File: src/rtl/btn_debounce_if.sv
// -----------------------------------------------------------------------------
// btn_debounce_if
// Groups the raw button pad and the debounced outputs of btn_debounce.
//   key_n       : raw push-button pad, active-low, asynchronous to clk
//   btn_level   : debounced level, 1 = pressed
//   btn_press   : one-cycle pulse per accepted press (and per auto-repeat)
//   btn_release : one-cycle pulse per accepted release
// Modports:
//   master : side that owns the pad and consumes the events (board / bench)
//   slave  : the debouncer itself
// -----------------------------------------------------------------------------
interface btn_debounce_if;
    logic key_n;
    logic btn_level;
    logic btn_press;
    logic btn_release;

    modport master (
        output key_n,
        input  btn_level,
        input  btn_press,
        input  btn_release
    );

    modport slave (
        input  key_n,
        output btn_level,
        output btn_press,
        output btn_release
    );
endinterface

File: src/rtl/btn_debounce.sv
// -----------------------------------------------------------------------------
// btn_debounce
// Debounces one mechanical push-button. The pad is synchronised with two
// flops, then a four-state FSM with a qualification counter accepts a level
// change only after the synchronised input has stayed at the new level long
// enough. Accepted changes produce single-cycle press/release pulses and a
// stable level. All outputs are registered.
//
// Ports:
//   clk    : system clock, all logic on the rising edge
//   rst_n  : synchronous active-low reset
//   btn    : btn_debounce_if.slave (key_n in; btn_level, btn_press,
//            btn_release out)
//
// Parameters:
//   DB_CYCLES  : stable cycles needed to accept a change (>= 1)
//   RPT_DELAY  : held cycles before the first auto-repeat (>= 1)
//   RPT_PERIOD : cycles between later auto-repeats (>= 1)
//
// Optional feature macro: BTN_DEBOUNCE_REPEAT_EN
//   Defined   : auto-repeat presses are generated while the button is held.
//   Undefined : no repeat logic; exactly one btn_press per accepted press,
//               RPT_DELAY / RPT_PERIOD are only range-checked.
// -----------------------------------------------------------------------------
module btn_debounce #(
    parameter int DB_CYCLES  = 50000,
    parameter int RPT_DELAY  = 25000000,
    parameter int RPT_PERIOD = 5000000
) (
    input  logic          clk,
    input  logic          rst_n,
    btn_debounce_if.slave btn
);

    localparam int                CNT_W    = $clog2(DB_CYCLES + 1);
    localparam logic [CNT_W-1:0]  CNT_LAST = CNT_W'(DB_CYCLES - 1);

    // Elaboration-time guard on the parameter ranges.
    if (DB_CYCLES < 1 || RPT_DELAY < 1 || RPT_PERIOD < 1) begin : g_param_check
        $error("btn_debounce: DB_CYCLES, RPT_DELAY and RPT_PERIOD must all be >= 1");
    end

    typedef enum logic [1:0] {
        ST_RELEASED    = 2'd0,
        ST_PRESS_CHK   = 2'd1,
        ST_PRESSED     = 2'd2,
        ST_RELEASE_CHK = 2'd3
    } state_t;

    // ------------------------------------------------------------------
    // Two-flop synchroniser; resets to "released" (pad high).
    // ------------------------------------------------------------------
    logic [1:0] sync_q;
    logic       s;

    always_ff @(posedge clk) begin
        if (!rst_n) begin
            sync_q <= 2'b11;
        end else begin
            sync_q <= {sync_q[0], btn.key_n};
        end
    end

    assign s = sync_q[1];

    // ------------------------------------------------------------------
    // FSM state, qualification counter and registered outputs
    // ------------------------------------------------------------------
    state_t           state_q,   state_d;
    logic [CNT_W-1:0] cnt_q,     cnt_d;
    logic             level_q,   level_d;
    logic             press_q,   press_d;
    logic             release_q, release_d;

`ifdef BTN_DEBOUNCE_REPEAT_EN
    localparam int               RPT_MAX         = (RPT_DELAY > RPT_PERIOD) ? RPT_DELAY : RPT_PERIOD;
    localparam int               RPT_W           = $clog2(RPT_MAX + 1);
    localparam logic [RPT_W-1:0] RPT_DELAY_LAST  = RPT_W'(RPT_DELAY - 1);
    localparam logic [RPT_W-1:0] RPT_PERIOD_LAST = RPT_W'(RPT_PERIOD - 1);

    logic [RPT_W-1:0] rpt_cnt_q,   rpt_cnt_d;
    // Set until the first repeat of the current hold has fired; selects
    // the long initial delay versus the shorter repeat period.
    logic             rpt_first_q, rpt_first_d;
    logic [RPT_W-1:0] rpt_last;

    assign rpt_last = rpt_first_q ? RPT_DELAY_LAST : RPT_PERIOD_LAST;

    always_ff @(posedge clk) begin
        if (!rst_n) begin
            rpt_cnt_q   <= '0;
            rpt_first_q <= 1'b1;
        end else begin
            rpt_cnt_q   <= rpt_cnt_d;
            rpt_first_q <= rpt_first_d;
        end
    end
`endif

    always_ff @(posedge clk) begin
        if (!rst_n) begin
            state_q   <= ST_RELEASED;
            cnt_q     <= '0;
            level_q   <= 1'b0;
            press_q   <= 1'b0;
            release_q <= 1'b0;
        end else begin
            state_q   <= state_d;
            cnt_q     <= cnt_d;
            level_q   <= level_d;
            press_q   <= press_d;
            release_q <= release_d;
        end
    end

    always_comb begin
        state_d   = state_q;
        cnt_d     = cnt_q;
        level_d   = level_q;
        press_d   = 1'b0;
        release_d = 1'b0;
`ifdef BTN_DEBOUNCE_REPEAT_EN
        rpt_cnt_d   = rpt_cnt_q;
        rpt_first_d = rpt_first_q;
`endif

        case (state_q)
            ST_RELEASED: begin
                if (!s) begin
                    state_d = ST_PRESS_CHK;
                    cnt_d   = '0;
                end
            end

            ST_PRESS_CHK: begin
                if (s) begin
                    // Bounce: back to released without any event.
                    state_d = ST_RELEASED;
                    cnt_d   = '0;
                end else if (cnt_q == CNT_LAST) begin
                    state_d = ST_PRESSED;
                    cnt_d   = '0;
                    press_d = 1'b1;
                    level_d = 1'b1;
`ifdef BTN_DEBOUNCE_REPEAT_EN
                    rpt_cnt_d   = '0;
                    rpt_first_d = 1'b1;
`endif
                end else if (cnt_q < CNT_LAST) begin
                    // Saturating increment: never wraps.
                    cnt_d = cnt_q + CNT_W'(1);
                end
            end

            ST_PRESSED: begin
                if (s) begin
                    state_d = ST_RELEASE_CHK;
                    cnt_d   = '0;
                end
`ifdef BTN_DEBOUNCE_REPEAT_EN
                else if (rpt_cnt_q == rpt_last) begin
                    press_d     = 1'b1;
                    rpt_cnt_d   = '0;
                    rpt_first_d = 1'b0;
                end else begin
                    rpt_cnt_d = rpt_cnt_q + RPT_W'(1);
                end
`endif
            end

            ST_RELEASE_CHK: begin
                // The repeat counter is left untouched here so that a
                // rejected release glitch resumes the hold timing.
                if (!s) begin
                    state_d = ST_PRESSED;
                    cnt_d   = '0;
                end else if (cnt_q == CNT_LAST) begin
                    state_d   = ST_RELEASED;
                    cnt_d     = '0;
                    release_d = 1'b1;
                    level_d   = 1'b0;
                end else if (cnt_q < CNT_LAST) begin
                    cnt_d = cnt_q + CNT_W'(1);
                end
            end

            default: begin
                state_d = ST_RELEASED;
                cnt_d   = '0;
            end
        endcase
    end

    assign btn.btn_level   = level_q;
    assign btn.btn_press   = press_q;
    assign btn.btn_release = release_q;

endmodule

File: src/flat_wrapper.sv
// flat-port wrapper written by rule: the top's interface ports become plain ports
module btn_debounce_flat 
#(
    parameter int DB_CYCLES  = 50000,
    parameter int RPT_DELAY  = 25000000,
    parameter int RPT_PERIOD = 5000000
)
  (clk, rst_n, btn_key_n, btn_btn_level, btn_btn_press, btn_btn_release);
  btn_debounce_if btn_i ();
  input  logic clk;
  input  logic rst_n;
  input wire logic [$bits(btn_i.key_n)-1:0] btn_key_n;
  output wire logic [$bits(btn_i.btn_level)-1:0] btn_btn_level;
  output wire logic [$bits(btn_i.btn_press)-1:0] btn_btn_press;
  output wire logic [$bits(btn_i.btn_release)-1:0] btn_btn_release;
  assign btn_i.key_n = btn_key_n;
  assign btn_btn_level = btn_i.btn_level;
  assign btn_btn_press = btn_i.btn_press;
  assign btn_btn_release = btn_i.btn_release;
  btn_debounce #(.DB_CYCLES(DB_CYCLES), .RPT_DELAY(RPT_DELAY), .RPT_PERIOD(RPT_PERIOD)) u_core (.clk(clk), .rst_n(rst_n), .btn(btn_i));
endmodule
File: config.mk
export PLATFORM = sky130hd
export DESIGN_NAME = btn_debounce_flat
export DESIGN_NICKNAME = d
export VERILOG_FILES = /design/src/rtl/btn_debounce_if.sv /design/src/rtl/btn_debounce.sv /design/src/flat_wrapper.sv
export SDC_FILE = /design/constraint.sdc
export NUM_CORES = 1
export LEC_CHECK = 0
export CORE_MARGIN = 3
export CORE_UTILIZATION = 61
export CTS_CLUSTER_DIAMETER = 80
export DETAILED_ROUTE_END_ITERATION = 8
export HOLD_SLACK_MARGIN = 0.12
export PLACE_DENSITY = 0.78
export RECOVER_POWER = 25
export SYNTH_ARGS = -nofsm -noshare
export SYNTH_HDL_FRONTEND = slang
export SYNTH_SLANG_ARGS = --single-unit
File: constraint.sdc
create_clock -name clk -period 3.7 [get_ports clk]
set_clock_uncertainty 0.05 [all_clocks]
set_input_delay 1.11 -clock clk [delete_from_list [all_inputs] [get_ports clk]]
set_output_delay 1.11 -clock clk [all_outputs]
set_load 0.02 [all_outputs]
**After elaboration in Yosys (flattened, before gate mapping)**

Index checks and enable logic that the tools add are counted.

- Input port bits: 3
- Logic and storage cells: 49
- Register bits after elaboration: 23

- Mux-type cells: 20
- Bitwise logic cells: 2
- Equality and inequality tests: 12
- Add/subtract/negate cells: 1
- Reductions and logical operators: 7
- Order comparisons: 1

Operators by type and width:

| kind | number |
|---|---|
| 2-to-1 mux 16 bit | 6 |
| case mux 16 bit (4 select lines) | 1 |
| adder 16 x 1 -> 16 bit, second input constant | 1 |
| == test 16 bit, second input constant | 1 |
| < comparator 16 bit, second input constant | 1 |
| 2-to-1 mux 2 bit | 6 |
| != test 2 x 1 -> 1 bit, second input constant | 4 |
| case mux 2 bit (4 select lines) | 1 |
| 2-to-1 mux 1 bit | 5 |
| AND reduction 5 bit | 1 |
| == test 2 bit, second input constant | 2 |
| != test 2 bit, second input constant | 2 |
| AND reduction 4 bit | 1 |
| != test 3 x 1 -> 1 bit, second input constant | 1 |
| != test 3 bit, second input constant | 1 |
| AND reduction 3 bit | 1 |
| OR reduction 3 bit | 1 |
| == test 2 x 1 -> 1 bit, second input constant | 1 |
| logical NOT 2 bit | 1 |
| inverter 1 bit | 2 |
| case mux 1 bit (2 select lines) | 1 |
| AND reduction 2 bit | 1 |
| nonzero test 2 bit | 1 |

**Longest topological paths before layout**

Gate-level depths: netlist (run 1).

- Word-level depth: 5
- Gate-level depth with buffers: 7

**Worst setup path after synthesis (run 1)**

OpenSTA, ideal clock, no wires.

- Path kind: in2reg
- From: in rst_n
- To: reg u_core.cnt_q[5]
- Data required time: 3.588 ns
- Data arrival time: 2.131 ns
- Setup slack: 1.457 ns
- Stages on the path: 4
- Cell sequence: nand3_1 or2_2 or4_1 nand3_1

RTL lines:

| item | RTL line | text |
|---|---|---|
| start: declaration | flat_wrapper.sv:11 | `input logic rst_n;` |
| end signal: assignment | btn_debounce.sv:109 | `cnt_q <= cnt_d;` |
| end: declaration | btn_debounce.sv:70 | `logic [CNT_W-1:0] cnt_q, cnt_d;` |

==> results list, run 1 <==
- Horizontal extent of the die: 48.9 um
- TritonCTS Buffers: 3
- Fraction of layout instances using a drive strength above 1: 0.0694
* Vias after detailed routing: 1018
- RePlAce Congestion: 0.848
* Final routed wire length divided by cell count: 13.3 um
* Net count of the mapped netlist: 141
- No sink is reached through more buffers than the 2 on the longest clock path.
- Setup repair after global routing left no endpoint under its margin.
- Setup violations remaining at the end of the flow were counted as 0.
- Area overhead of the layout relative to synthesis: 8.79%
- In this run, synthesis produced a sequential element count of 23.
* VDD IR-drop max: 0.000269 V
- Effective utilization at floorplan: 0.698
- Remaining global-route overflow: 0
- Clock Sinks: 23
* Required time at the endpoint of the critical path: 3.89 ns
- Top fanout value on the critical path: 11
* Via density: 6.06
- Number of buffer cells added on primary ports: 5
- Top achievable clock speed: 358 MHz
- Of the total power, combinational logic draws 0.034.
- Buffers inserted to repair hold after CTS numbered 0.
* Global-route wire length before repair: 3970 um
* Fin worst setup slack: 0.905 ns
- Final number of hold-violating endpoints: 0
* Number of warnings issued by yosys: 0
* Library cells used by synthesis: 34
- The share of total power dissipated in sequential elements is 0.665.
- Vias in the first global route: 912
* Classification of the worst setup path: in -> reg
- Ordered list of cells on the worst path: dlygate4sd3_1 > nand3_1 > nor2_1 > o21ai_0 > a31oi_1
- The worst setup path is launched from a primary input.
- After routing, the total negative slack on setup checks comes to 0 ns.
* Dominant delay contributor by cell family on the critical path: simple AND/OR/NAND/NOR gates
- Of the available clock period, the critical path in the final layout requires 0.755.
* Crit path capture type: flop
* Pins over their slew limit: 0
- STA puts the critical path data arrival time at 2.98 ns.
* Core Footprint: 1610 um^2
- Skew-Pair Late Insertion Delay: 0.31 ns
- Gate count after technology mapping: 137
- Outcome: finished clean
* Total inserted antenna cells: 0
* Remaining design rule violation count: 0
- Final net count: 149
- Violation count after the first detailed-routing iteration: 39
- The largest single stage delay on the critical path is 0.67 ns.
- The floorplan has 14 rows.
* Rel. slew slack: 0.571
* Max Cap Viol: 0
- Seq/Total Area, Yosys: 0.409
- Internal power comes to 296 uW.
* Clock tree from TritonCTS: done
- DR pass1 iterations: 4
- Averaged over all synthesized cells, the footprint is 8.21 um^2.
- Detail Route Antenna Nets: 0
* GRT Total Usage: 0.206
- Across all hold checks on the routed design, the worst slack comes to 0.377 ns.
* Maximum number of pins on one net before global-route repair: 14
- Summing every instance area after synthesis gives 1120 um^2.
- Measured along the y axis, the die boundary spans 48.9 um.
- Once the clock tree was built, the setup fixing pass inserted 0 buffers.
- Of the total power, the clock network draws 0.301.
* Slew @ Worst Pin: 0.641 ns
- For this design, the slowest cell found on the critical path is dlygate4sd3_1.
- The path class of the tightest hold or removal check is reg -> reg.
- Dividing total power by cell area gives a power density of 312 nW/um^2.
- Leakage component of the power: 0.394 nW
- In this run the clock root is driven by a clkbuf_4.
- 6 I/O pins were placed.
- Detailed placement finished with a half-perimeter wire length of 1650 um.
- Of the total power, the share spent switching nets is 0.225.
* Placement Setup Slack: 0.673 ns
- Slack of the worst reg-to-reg path: 1.18 ns
* Fin crit period: 2.79 ns
* Total Die Area: 2400 um^2
* Routed wire length: 2230 um
* WP buf/inv: 1
- In this run, post-CTS repair resized a total of 0 instances.
* Clock slew at reported path FFs: 0.13 ns
- P_sw: 86.1 uW
- Antenna violations before repair: 0
* Depth of the CTS H-tree: 1
-- flip-flops by register name, indices dropped and copies added (netlist names), named ones only --
register,flops
u_core.btn.btn_press,1
u_core.cnt_q,16
u_core.state_q,1
u_core.btn.btn_level,1
u_core.btn.btn_release,1
u_core.sync_q,2
-- worst register-to-register path, stage by stage, from the launching register on --
cell and delay, ns:
dfxtp_1 0.36, or4_1 0.69, nor4_2 0.52, nor2_1 0.28, nor2_1 0.41, nor2_1 0.10
-- power groups by stage --
| stage | combinational [mW] | sequential, mW | clock, mW |
|---|---|---|---|
| finish | 0.0132 | 0.254 | 0.115 |
| global route | 0.0146 | 0.255 | 0.129 |
| CTS | 0.0132 | 0.254 | 0.118 |
| detailed placement | 0.0134 | 0.259 | 0 |
| global placement | 0.0130 | 0.259 | 0 |
| floorplan | 0.00822 | 0.259 | 0 |
-- final cells by class --
cell class / instances / area, um^2
inverters: 6 / 22.5
fillers: 142 / 388
repair buffers: 5 / 50.0
multi-input cells: 106 / 633
clock buffers: 3 / 22.5
well taps: 24 / 30.0
clock inverters: 1 / 5.00
flip-flops and latches: 23 / 460
-- cell usage in the layout, fill, tap and decap left out, types with 2 or more instances in the layout --
cell,n
a21oi_1,7
a311o_1,2
a31oi_1,3
and2_1,3
and3_1,2
clkbuf_4,3
clkdlybuf4s50_1,4
dfxtp_1,23
inv_1,6
nand2_1,11
nand2b_1,2
nand3_1,10
nand4_1,3
nor2_1,18
nor3_1,10
nor4_1,2
nor4_2,2
o211ai_1,3
o21ai_0,4
or2_2,2
or4_1,3
xnor2_1,7
-- final timing paths --
kind                            cells after the start              from                to
worst max register to register                      5  u_core.cnt_q[10]  u_core.cnt_q[12]
worst min register to register                      1  u_core.sync_q[0]  u_core.sync_q[1]
worst max-delay path                                5             rst_n   u_core.cnt_q[3]
worst min-delay path                                1  u_core.sync_q[0]  u_core.sync_q[1]
-- synthesized netlist by cell type --
cell       number  area (um^2)
a311o_1         2         20.0
or3_1           1         6.26
and3b_1         1         8.76
o221ai_1        1         8.76
nor3_1         10         50.1
buf_2           1         5.00
a22o_1          1         8.76
and4_1          1         8.76
ha_1            1         12.5
nand2_1        11         41.3
dfxtp_1        23          460
or3b_1          1         8.76
and2_1          3         18.8
xnor2_1         7         61.3
and3_1          2         12.5
a2111oi_2       1         15.0
nand3_1        10         50.1
clkbuf_1        1         3.75
a31oi_1         3         18.8
nand4_1         3         18.8
o211ai_1        3         22.5
or4_1           3         22.5
or2_4           1         8.76
inv_1           6         22.5
o21ai_0         4         20.0
nor4_2          2         25.0
nor2_1         18         67.6
o2bb2ai_1       1         8.76
o21a_1          1         7.51
nor4_1          2         12.5
a21oi_1         7         35.0
o311ai_1        1         8.76
nand2b_1        2         12.5
or2_2           2         12.5
-- stage by stage --
| step | utilization | power, mW | instance area, um^2 | cells |
|---|---|---|---|---|
| 2_1_floorplan | - | 0.267 | 1120 | 137 |
| 3_3_place_gp | 0.742 | 0.272 | 1200 | 164 |
| 6_report | 0.759 | 0.382 | 1220 | 168 |
| 3_5_place_dp | 0.742 | 0.273 | 1200 | 164 |
| 5_1_grt | 0.759 | 0.398 | 1220 | 168 |
| 4_1_cts | 0.759 | 0.385 | 1220 | 168 |
-- cells by family after synthesis --
family,share of synthesized area
and+or+nand+nor,0.343
AOI/OAI and AO/OA,0.155
DFF,0.409
buffers and inverters,0.0278
xor gates and xnor gates,0.0545
adders and majority gates,0.0111
-- routing by layer --
layer,global-route usage,up-vias,wire (um)
met5,0,-,0
met4,0.0664,0,27
met3,0.0367,4,120
met2,0.330,41,1010
met1,0.277,464,1070
li1,-,509,-
Note: power is estimated with default switching activity, not from simulation.
==> run 2, diff against run 1 <==
- CORE_ASPECT_RATIO: unset -> 0.7
- CORE_UTILIZATION: 61 -> 51
- PLACE_DENSITY: 0.78 -> 0.69
- clock period: 3.7 -> 2.3 ns (I/O delays scaled with it)
==> run 2 against run 1 <==
  * Setup slack worse by 0.76 ns
  * Routed wire length increased by 8.3%
  * Register-to-register slack got worse by 1.0 ns
  * Sequential share of layout area down 2.4 points
  * Largest power group unchanged
  * Flip-flop and latch count unchanged
==> results list, run 2 (synthesized netlist as in run 1, its figures left out) <==
- The part of the power in combinational logic was 0.040 (+0.006).
- The power per unit of standard cell area came to 475 nW/um^2 (+52%).
- Based on the critical path, the design can be clocked at up to 465 MHz.
* P_sw: 142 uW (+65%)
- Violation count after the first detailed-routing iteration: 44 (+13%)
* Worst endpoint data arrival time: 2.37 ns (-0.61 ns)
* Final Cycle Share: 0.935
* Max reg flops: 16 (unchanged)
- Top flop regs: u_core.cnt_q x16, u_core.sync_q x2
- The detailed-router iteration count before antenna repair came to 4 (unchanged).
- Switching part of the total power: 0.228 (+0.00331)
- Depth of the CTS H-tree: 1 (unchanged)
* Half-perimeter wire length after detailed placement: 1840 um (+11%)
- Clock slew at reported path FFs: 0.12 ns (about the same)
- Power, Total: 621 uW (+62%)
- Most frequent cells in the layout: dfxtp_1 (23), nor2_1 (18), nand2_1 (11), nand3_1 (10), nor3_1 (10)
- Critical Path Most Common Cell: or4_1
* Clock tree from TritonCTS: done
- Skew-Pair Late Insertion Delay: 0.32 ns (about the same)
- Critical path startpoint category: flop
* Routed wire length: 2420 um (+8.3%)
- The relative max-transition margin was 0.737 (+0.165).
- The count of boundary I/O pins is 6 (unchanged).
* Fin crit period: 2.15 ns
- Fraction of layout instances using a drive strength above 1: 0.123 (+0.0531)
- The finished layout cell area was 1310 um^2 (+6.7%).
* Clk Tree Root Cell: clkbuf_4
- The post-cts resize count is 0 (unchanged).
- The number of hold-slack violations in the final timing report was 0 (unchanged).
- The wire length of the first global-routing pass was 4420 um (+11%).
* Remaining design rule violation count: 0 (unchanged)
- The cell family contributing the most delay on the critical path is simple AND/OR/NAND/NOR gates.
* Die height: 45.3 um (-7.5%)
- The flow ran to the end, and the final reports show no timing, DRC or antenna violations.
- Antenna violations before repair: 0 (unchanged)
- Required time at the endpoint of the critical path: 2.52 ns (-1.37 ns)
- Area overhead of the layout relative to synthesis: 16.1%
- The maximum buffer depth of the clock tree is 2 (unchanged).
- Met3 usage in global routing: 0.0697 (+0.0330)
* Clock Sinks: 23 (unchanged)
- met2 is the most crowded layer.
- Horizontal extent of the die: 62.1 um (+27%)
- The slew of the pin with the lowest slew margin came to 0.392 ns (-0.249 ns).
- The core area came to 1970 um^2 (+22%).
- The global routing usage on met2 is 0.333 (+0.00302).
* Max Cap Viol: 0 (unchanged)
- Proportion of power drawn by flip-flops and latches: 0.659 (-0.006)
- Row count: 13 (-1)
- Total Die Area: 2810 um^2 (+17%)
* Effective utilization at floorplan: 0.572 (-0.126)
- Reg with most FFs: u_core.cnt_q
* Cell internal pwr: 479 uW (+62%)
* Final Setup Violations: 0 (unchanged)
- The worst ir drop on vdd is 0.000444 V (+65%).
- Post-CTS Repair Setup Buffers: 0 (unchanged)
- The cts-stage hold buffer count is 0 (unchanged).
* Vias after detailed routing: 1046 (+2.8%)
- The worst hold path belongs to the class reg -> reg.
- Remaining global-route overflow: 0 (unchanged)
- The count of buffering cells on the critical path with inverters included was 0 (-1).
* Power share of the clock group: 0.301 (about the same)
- The pin count of the biggest net entering global routing came to 14 (unchanged).
- Vias in the first global route: 980 (+7.5%)
- Global routing met1 resource utilization: 0.265 (-0.0118)
* Classification of the worst setup path: reg -> reg
* Via density: 5.65 (-6.7%)
* Pins over their slew limit: 0 (unchanged)
* Leakage component of the power: 0.447 nW (+13%)
* Number of buffer cells added on primary ports: 5 (unchanged)
- Detail Route Antenna Nets: 0 (unchanged)
* Delay of the slowest cell on the worst path: 0.63 ns (-0.04 ns)
* Ordered list of cells on the worst path: or4_1 > and3_1 > or2_4 > or4_1 > nand3_1
- STA classifies the critical path endpoint as a flop.
- The library cell used most frequently in the layout, excluding fill and tap cells, is dfxtp_1.
- RSZ-0062 raised after global routing: false
- Final routed wire length divided by cell count: 13.1 um (-1.6%)
- The number of clock buffers inserted by TritonCTS is 3 (unchanged).
- The total negative slack for setup checks was 0 ns (unchanged).
- The final layout net count is 160 (+7.4%).
- Total placed instance area: 1290 um^2 (+7.5%)
- On the critical path, the stage with the largest delay is an instance of or4_1.
- Top fanout value on the critical path: 6 (-5)
* GRT Total Usage: 0.201 (-0.00442)
- RePlAce Congestion: 0.832 (-1.9%)
* Total inserted antenna cells: 0 (unchanged)
## run 2: cell types whose count changed in the layout (fill, tap and decap cells not counted), sizes merged
cell / change
buf: +9
clkbuf: +2
dlygate4sd3: +2
clkdlybuf4s50: -2
## run 2: per-stage QoR
stage,hold slack [ns],cells,worst slack (ns),utilization
3_5_place_dp,0.372,181,0.00151,0.654
2_1_floorplan,0.336,137,0.207,-
6_report,0.401,185,0.150,0.664
3_3_place_gp,0.355,181,0.0259,0.654
4_1_cts,0.414,185,0.148,0.668
5_1_grt,0.457,185,0.0561,0.664
## run 2: power by group through the flow
stage	registers (mW)	clock network [mW]	logic, mW
2_1_floorplan	0.416	0	0.0132
3_3_place_gp	0.417	0	0.0256
3_5_place_dp	0.418	0	0.0261
4_1_cts	0.409	0.194	0.0262
5_1_grt	0.411	0.213	0.0293
6_report	0.409	0.187	0.0250
## run 2: worst paths after layout
check,from,end,slack [ns],cells past startpoint
worst max-delay path,u_core.cnt_q[10],u_core.cnt_q[5],0.15,5
worst min-delay path,u_core.sync_q[0],u_core.sync_q[1],0.40,1
worst max register to register,u_core.cnt_q[10],u_core.cnt_q[5],0.15,5
worst min register to register,u_core.sync_q[0],u_core.sync_q[1],0.40,1
## run 2: metal layers
| layer | vias to the layer above | part of all wire |
|---|---|---|
| met5 | - | 0 |
| met2 | 25 | 0.42 |
| met4 | 0 | 0.0054 |
| li1 | 539 | - |
| met1 | 480 | 0.51 |
| met3 | 2 | 0.069 |
## run 2: area by class of cell
type                    count  area, um^2
clock buffers               3        22.5
clock inverters             1        5.00
fillers                   188         662
inverters                   6        22.5
multi-input cells         106         633
flip-flops and latches     23         460
well taps                  30        37.5
repair buffers             16         125
## run 2: worst reg2reg max path, stage by stage (launching register included)
cell and delay, ns:
dfxtp_1 0.36, or4_1 0.63, and3_1 0.25, or2_4 0.28
or4_1 0.47, nand3_1 0.09
==> run 3, diff against run 2 <==
- MAX_ROUTING_LAYER: unset -> met4
==> run 3 against run 2 <==
  * Combinational power barely moved
  * Routed wire length rose by 0.12%
  * Hold slack got worse by 0.0025 ns
  * Core utilization did not move
  * Cell count did not move
==> results list, run 3 (synthesized netlist as in run 1, its figures left out) <==
- The run finished with clean final reports.
* Logic depth of the worst register-to-register path: 5 (unchanged)
* Hold bufs inserted after CTS: 0 (unchanged)
* Row count: 13 (unchanged)
- Slew @ Worst Pin: 0.387 ns (-0.00563 ns)
* Horizontal extent of the die: 62.1 um (unchanged)
- Final-layout setup total negative slack: 0 ns (unchanged)
* Critical Path Most Common Cell: or4_1
- The post-cts resize count was 0 (unchanged).
* Maximum number of pins on one net before global-route repair: 14 (unchanged)
- The critical path in this run is classified as reg -> reg.
- Via density: 5.69 (+0.67%)
- The detailed-router iteration count before antenna repair was 4 (unchanged).
* Routed wire length: 2420 um (+0.12%)
- The number of vias in the routed layout was 1053 (+0.67%).
- The total congestion overflow after global routing was 0 (unchanged).
- The iteration-0 DRC count of the detailed router is 43 (-2.3%).
- The wire length of the first global-routing pass was 4420 um (unchanged).
- Crit Reg-Reg Startpoint: u_core.cnt_q[10]
- The maximum achievable frequency came to 463 MHz (-0.56%).
- Reg with most FFs: u_core.cnt_q
- Effective utilization at floorplan: 0.572 (unchanged)
- Final net count: 160 (unchanged)
- Vias in the first global route: 980 (unchanged)
- The number of routed nets with antenna violations came to 0 (unchanged).
* Slack of the worst reg-to-reg path: 0.14 ns (about the same)
* Leakage component of the power: 0.447 nW (unchanged)
* Clock Sinks: 23 (unchanged)
* Post-CTS Repair Setup Buffers: 0 (unchanged)
- The worst setup path is captured at a flop.
- The final number of setup-violating endpoints is 0 (unchanged).
* Areal power density over the cells: 475 nW/um^2 (about the same)
- RePlAce Congestion: 0.845 (+1.5%)
- Final routed wire length divided by cell count: 13.1 um (+0.12%)
* Delay of the slowest cell on the worst path: 0.63 ns (about the same)
- WP buf/inv: 0 (unchanged)
* Worst hold path stage count: 1 (unchanged)
- The number of antenna violations at the first check in global routing came to 0 (unchanged).
- Pins over their slew limit: 0 (unchanged)
- The layout overhead on the synthesized area came to 16.1% (unchanged).
* Final Cycle Share: 0.940 (+0.00528)
- The die area is 2810 um^2 (unchanged).
* Dominant delay contributor by cell family on the critical path: simple AND/OR/NAND/NOR gates
* Max reg flops: 16 (unchanged)
- The worst setup path is launched from a flop.
* Core Footprint: 1970 um^2 (unchanged)
- Half-perimeter wire length after detailed placement: 1840 um (unchanged)
- The fraction of final layout cells with drive strength greater than 1 came to 0.123 (unchanged).
- TritonCTS built the clock tree.
* Final number of hold-violating endpoints: 0 (unchanged)
- Most frequent cells in the layout: dfxtp_1 (23), nor2_1 (18), nand2_1 (11), nand3_1 (10), nor3_1 (10)
- Fin crit period: 2.16 ns (+0.0121 ns)
- The worst hold path terminates at u_core.sync_q[1].
* GRT Total Usage: 0.208 (+0.00642)
- The relative max-transition margin was 0.740 (+0.00378).
- The count of input and output buffers came to 5 (unchanged).
- Depth of the CTS H-tree: 1 (unchanged)
* Clock slew at reported path FFs: 0.12 ns (about the same)
- Setup repair after global routing left no endpoint under its margin.
- Top flop regs: u_core.cnt_q x16, u_core.sync_q x2
- Top fanout value on the critical path: 6 (unchanged)
- IO Pins: 6 (unchanged)
* Type of the worst min-delay path: reg -> reg
* HP Start: u_core.sync_q[0]
- Die height: 45.3 um (unchanged)
* Placement Setup Slack: 0.00151 ns (unchanged)
* Master of the slowest instance on the critical path: or4_1
* Skew-Pair Late Insertion Delay: 0.32 ns (about the same)
- Fillers: 188 (unchanged)
- Buffers from clock root to sink, at most: 2 (unchanged)
- The library cell used most frequently in the layout, excluding fill and tap cells, is dfxtp_1.
* Total inserted antenna cells: 0 (unchanged)
* TritonCTS Buffers: 3 (unchanged)
- The worst path setup slack after routing came to 0.138 ns (-0.0121 ns).
* Ordered list of cells on the worst path: or4_1 > and3_1 > or2_4 > or4_1 > nand3_1
- The post-route DRC violation count is 0 (unchanged).
- The cell sitting at the root of the clock tree is a clkbuf_4.
- The data required time of the critical path came to 2.52 ns (about the same).
- Max Cap Viol: 0 (unchanged)
* Worst endpoint data arrival time: 2.38 ns (about the same)
* VDD IR-drop max: 0.000442 V (-0.34%)
* Endpoint of the worst register-to-register path: u_core.cnt_q[5]
## run 3: report_power, final
| part | leakage [nW] | internal, mW | total [mW] | switching (mW) |
|---|---|---|---|---|
| logic | 0.243 | 0.0105 | 0.0249 | 0.0145 |
| clock network | 0.0177 | 0.0652 | 0.186 | 0.121 |
| registers | 0.186 | 0.403 | 0.409 | 0.00586 |
## run 3: area by class of cell
cell class | instances | area (um^2) | area share
multi-input combinational | 106 | 633 | 0.485
sequential | 23 | 460 | 0.352
timing repair buffer | 16 | 125 | 0.0958
tap | 30 | 37.5 | 0.0287
clock buffer | 3 | 22.5 | 0.0172
inverter | 6 | 22.5 | 0.0172
clock inverter | 1 | 5.00 | 0.00383
## run 3: routing by layer
metal	track usage	up-vias	share of wire
met5	-	-	0
met4	0.0264	0	0.0054
met3	0.0697	2	0.052
met2	0.333	18	0.42
met1	0.265	494	0.52
li1	-	539	-
## run 3: worst max path at each step
stage	startpoint	endpoint	slack [ns]	depth (start not counted)
floorplan	u_core.cnt_q[10]	u_core.cnt_q[5]	0.21	6
global placement	rst_n	u_core.cnt_q[5]	0.03	5
detailed placement	rst_n	u_core.cnt_q[5]	0.002	5
CTS	u_core.cnt_q[10]	u_core.cnt_q[5]	0.15	5
global route	u_core.cnt_q[10]	u_core.cnt_q[7]	0.06	4
finish	u_core.cnt_q[10]	u_core.cnt_q[5]	0.14	5
## run 3: worst register-to-register path: cells and delay by family, from the launching register on
| kind | cells | cell delay, ns |
|---|---|---|
| DFF | 1 | 0.36 |
| and+or+nand+nor | 5 | 1.72 |
## run 3: per-stage QoR
stage          hold slack [ns]  total power [mW]  cells  cell area, um^2   util
2_1_floorplan            0.336             0.430    137             1120      -
3_3_place_gp             0.355             0.443    181             1290  0.654
3_5_place_dp             0.372             0.444    181             1290  0.654
4_1_cts                  0.414             0.629    185             1310  0.668
5_1_grt                  0.457             0.653    185             1310  0.664
6_report                 0.399             0.620    185             1310  0.664
